File: config.mk
export PLATFORM = sky130hd
export DESIGN_NAME = serial_adder
export DESIGN_NICKNAME = d
export VERILOG_FILES = /design/src/rtl/serial_adder.sv
export SDC_FILE = /design/constraint.sdc
export NUM_CORES = 1
export LEC_CHECK = 0
export BUFFER_PORTS_ARGS = -buffer_cell sky130_fd_sc_hd__buf_2
export CAP_MARGIN = 20
export CORE_MARGIN = 8
export CORE_UTILIZATION = 40
export DETAILED_ROUTE_END_ITERATION = 12
export GPL_TIMING_DRIVEN = 0
export HOLD_SLACK_MARGIN = 0.05
export PLACE_DENSITY = 0.66
export SYNTH_ARGS = -nofsm -noshare
export SYNTH_HDL_FRONTEND = slang
export SYNTH_SLANG_ARGS = --single-unit
File: constraint.sdc
create_clock -name clk -period 3.95 [get_ports clk]
set_clock_uncertainty 0.2 [all_clocks]
set_input_delay 0.79 -clock clk [delete_from_list [all_inputs] [get_ports clk]]
set_output_delay 0.79 -clock clk [all_outputs]
set_load 0.005 [all_outputs]
File: src/rtl/serial_adder.sv
// Bit-serial adder: one full-adder slice (two half adders + carry flop) reused
// once per bit, LSB first, between an operand handshake and a result handshake.

module half_adder (
  input  logic x,
  input  logic y,
  output logic s,
  output logic c
);
  assign s = x ^ y;
  assign c = x & y;
endmodule

module serial_adder #(
  parameter int WIDTH = 8
) (
  input  logic             clk,
  input  logic             rst_n,
  input  logic             ena,
  input  logic             in_valid,
  output logic             in_ready,
  input  logic [WIDTH-1:0] a,
  input  logic [WIDTH-1:0] b,
  output logic             out_valid,
  input  logic             out_ready,
  output logic [WIDTH-1:0] sum,
  output logic             cout,
  output logic             busy
);

  // state | meaning
  // IDLE  | waiting for operands, in_ready high
  // ADD   | one bit per enabled cycle, LSB first
  // DONE  | result presented until out_ready
  typedef enum logic [1:0] {
    IDLE = 2'd0,
    ADD  = 2'd1,
    DONE = 2'd2
  } state_t;

  localparam int CW = (WIDTH > 2) ? $clog2(WIDTH) : 1;

  state_t           state;
  logic [WIDTH-1:0] a_sh;
  logic [WIDTH-1:0] b_sh;
  logic [WIDTH-1:0] res;
  logic             carry;
  logic [CW-1:0]    cnt;
  logic [WIDTH-1:0] sum_q;
  logic             cout_q;
  logic             in_ready_q;
  logic             out_valid_q;
  logic             busy_q;

  logic s1, c1, s, c2;
  logic carry_next;
  logic last_bit;

  half_adder u_ha1 (.x(a_sh[0]), .y(b_sh[0]), .s(s1), .c(c1));
  half_adder u_ha2 (.x(s1),      .y(carry),   .s(s),  .c(c2));

  assign carry_next = c1 | c2;
  assign last_bit   = (cnt == CW'(WIDTH - 1));

  always_ff @(posedge clk or negedge rst_n) begin
    if (!rst_n) begin
      state       <= IDLE;
      a_sh        <= '0;
      b_sh        <= '0;
      res         <= '0;
      carry       <= 1'b0;
      cnt         <= '0;
      sum_q       <= '0;
      cout_q      <= 1'b0;
      in_ready_q  <= 1'b1;
      out_valid_q <= 1'b0;
      busy_q      <= 1'b0;
    end else if (ena) begin
      case (state)
        IDLE: begin
          if (in_valid) begin
            a_sh       <= a;
            b_sh       <= b;
            carry      <= 1'b0;
            cnt        <= '0;
            state      <= ADD;
            in_ready_q <= 1'b0;
            busy_q     <= 1'b1;
          end
        end
        ADD: begin
          a_sh  <= a_sh >> 1;
          b_sh  <= b_sh >> 1;
          res   <= {s, res[WIDTH-1:1]};
          carry <= carry_next;
          cnt   <= cnt + CW'(1);
          // The final bit is folded in directly so the result is ready on this edge.
          if (last_bit) begin
            sum_q       <= {s, res[WIDTH-1:1]};
            cout_q      <= carry_next;
            state       <= DONE;
            busy_q      <= 1'b0;
            out_valid_q <= 1'b1;
          end
        end
        DONE: begin
          if (out_ready) begin
            state       <= IDLE;
            out_valid_q <= 1'b0;
            in_ready_q  <= 1'b1;
          end
        end
        default: begin
          state       <= IDLE;
          in_ready_q  <= 1'b1;
          out_valid_q <= 1'b0;
          busy_q      <= 1'b0;
        end
      endcase
    end
  end

  assign in_ready  = in_ready_q;
  assign out_valid = out_valid_q;
  assign busy      = busy_q;
  assign sum       = sum_q;
  assign cout      = cout_q;

endmodule

==> impl_metrics.toml <==
[run_status]
run_status = "finished, final reports clean"

[setup_path]
cp_top_family = "flip-flops"
r2r_cells = 3
cp_max_fo = 3
reg2reg_from = "state[0]"
endpoint_kind = "primary output"
worstSetupPathType = "reg2out"
r2r-end = "a_sh[5]"
r2r_slack_ns = 2.16
arrival_ns = 0.93
worstPathRequired_ns = 2.96
critPathSlowestCell = "dfstp_2"
critPathBufInv = 1
crit_path_start_kind = "flip-flop"
cpPeakStageDelay_ns = 0.54
crit_chain = "buf_2"

[power_and_ir_drop]
p_seq_share_pct = 48.8
switchingPower_mw = 0.4128
combPwrFrac_pct = 31.8
power_density_nw_per_um2 = 666.5
leakagePower_nw = 1.038
p_sw_share_pct = 29.12
power.internal_mw = 1.005
pwr-share-clk_pct = 19.4
vdd_drop_max_mv = 0.3292

[floorplanning]
ioPinCount = 33
start_util_pct = 41.61
die_h_um = 83.30
dieArea_um2 = 6939
fp.dieW_um = 83.30
core_um2 = 4354
rows = 24

[sta]
finalCritPeriodShare_pct = 48.67
grt_setup_unrepaired = "false"
hold_viol = 0
min_period_ns = 1.923
setup_violations = 0
finalSetupTns_ns = 0
clock.fmax_ghz = 0.5201
worst_slack_ns = 2.027
worst_pin_slew_ns = 0.8980
maxSlewHeadroom_pct = 40.13
slew_viol_final = 0

[yosys]
yosysWarningCount = 0
ys_ff_latch = 41
synthArstFlopShare_pct = 100.0
yosys.area.top_type = "dfrtp_1"
synth.yosys.seq_area_share_pct = 56.70
syn_area_per_cell_um2 = 13.73
yosys-top-cells-area = "dfrtp_1, mux2_2, mux2_1, o21ai_0, nand2_1"
synth_cells = 132
synth_area_um2 = 1812
ys.flop_type = "dfrtp_1"
ys_types = 24
yosysMostFrequentCell = "dfrtp_1"
synth_edf_count = 0
synth_top_area_share_pct = 55.25
synthTopCellsByCount = "dfrtp_1, mux2_2, mux2_1"
syn-num-nets = 156

[hold_path]
hp-class = "reg2reg"
hold_path.startpoint = "sum[3]"
hold_end = "sum[3]"
worstHoldPathCells = 1

[global_routing]
grt_pass1_wl_mm = 5.678
first_global_vias = 1292
grt_max_degree = 42
track_usage_pct = 9.741
grt-ovfl-total = 0
antenna_found_initial = 0

[cells_and_area]
drive_above_1_share_pct = 41.28
nNetsFinal = 195
syn_to_final_growth_pct = 17.40
n_fill_cell = 401
antenna_cells = 0

[cts]
cts_buffers = 5
cts_root_buf = "clkbuf_8"
clockBufferDepth = 2
cts.clk_slew.worst_paths_ns = 0.07
clock-sinks = 41
htree_levels = 2
cts_repair_resize_count = 0
worst_skew_pair.late_latency_ns = 0.28
cts_hold_buf = 0
cts_tree = "done"
cts_setup_buffers = 0

[placement]
dpl.hpwl_mm = 2.412
dp_slack_ns = 1.732
io_buffers = 32
gp_congestion = 0.7082

[route]
firstDrtPassIters = 4
wirelength_mm = 3.252
antenna_left = 0
vias_per_cell = 4.982
wl_per_cell_um = 14.52
drc = 0
drt_iter0_drc = 53
vias = 1116

[run]
max_cap_violations = 0
[routing by layer]
layer,wire length [um],GRT usage (%),vias up
met4,0,2.236,0
met1,1388,10.46,545
li1,-,-,548
met5,0,0,-
met3,173,4.395,0
met2,1690,16.97,23
[final cells by class]
class	count	area [um^2]	share of cell area (%)
plain buffers	5	35.03	1.647
multi-input cells	86	749.5	35.24
clock buffers	8	90.09	4.235
well taps	52	65.06	3.059
flip-flops and latches	41	1027	48.29
repair buffers	32	160.2	7.529
[power by group through the flow]
stage / Sequential (mW) / Clock (mW) / Combinational [mW]
2_1_floorplan: 0.678 / 0 / 0.337
3_3_place_gp: 0.691 / 0 / 0.441
3_5_place_dp: 0.703 / 0 / 0.465
4_1_cts: 0.694 / 0.289 / 0.467
5_1_grt: 0.715 / 0.306 / 0.510
6_report: 0.692 / 0.274 / 0.451
[logic make-up (layout without fill, tap and decap cells)]
kind of cell	after synthesis	in the layout	share of synthesized area [%]
and+or+nand+nor	22	22	6.285
DFF	41	41	56.70
adders and majority gates	3	3	2.486
AOI/OAI and AO/OA	17	17	5.249
buffers and inverters	5	45	1.933
muxes	44	44	27.35
[placed cells by master, fill, tap and decap left out, types with 2 or more instances in the layout]
cell type and instances:
dfrtp_1 40, nor3_1 2, mux2_2 26, nand3_1 2
clkbuf_1 3, nand2b_1 2, nand2_1 10, clkbuf_8 6
buf_4 2, buf_2 33, mux2_1 18, o21ai_0 12
o31ai_1 3, ha_1 2
[stage by stage]
| step | instances | util [%] | cell area (um^2) | hold WS, ns | power, mW |
|---|---|---|---|---|---|
| after detailed placement | 216 | 46.78 | 2037 | 0.2754 | 1.168 |
| after floorplan | 132 | - | 1812 | 0.2522 | 1.015 |
| after CTS | 224 | 48.85 | 2127 | 0.2913 | 1.451 |
| after global placement | 216 | 46.78 | 2037 | 0.2633 | 1.132 |
| final | 224 | 48.85 | 2127 | 0.2858 | 1.418 |
| after global routing | 224 | 48.85 | 2127 | 0.2988 | 1.530 |
[state kept, by name, indices dropped and copies added, names as in the netlist]
| signal | count |
|---|---|
| a_sh | 8 |
| b_sh | 8 |
| busy | 1 |
| carry | 1 |
| cnt | 3 |
| cout | 1 |
| in_ready | 1 |
| out_valid | 1 |
| res | 7 |
| state | 2 |
| sum | 8 |
[how the worst max path moves through the flow]
stage,slack (ns),start,end,cells past startpoint
global placement,1.78,ena,a_sh[5],6
detailed placement,1.73,ena,a_sh[6],6
finish,2.03,in_ready,in_ready,1
global route,1.99,in_ready,in_ready,1
CTS,2.00,in_ready,in_ready,1
floorplan,2.02,ena,a_sh[0],5
No activity file was read; power rests on OpenSTA's default activity.
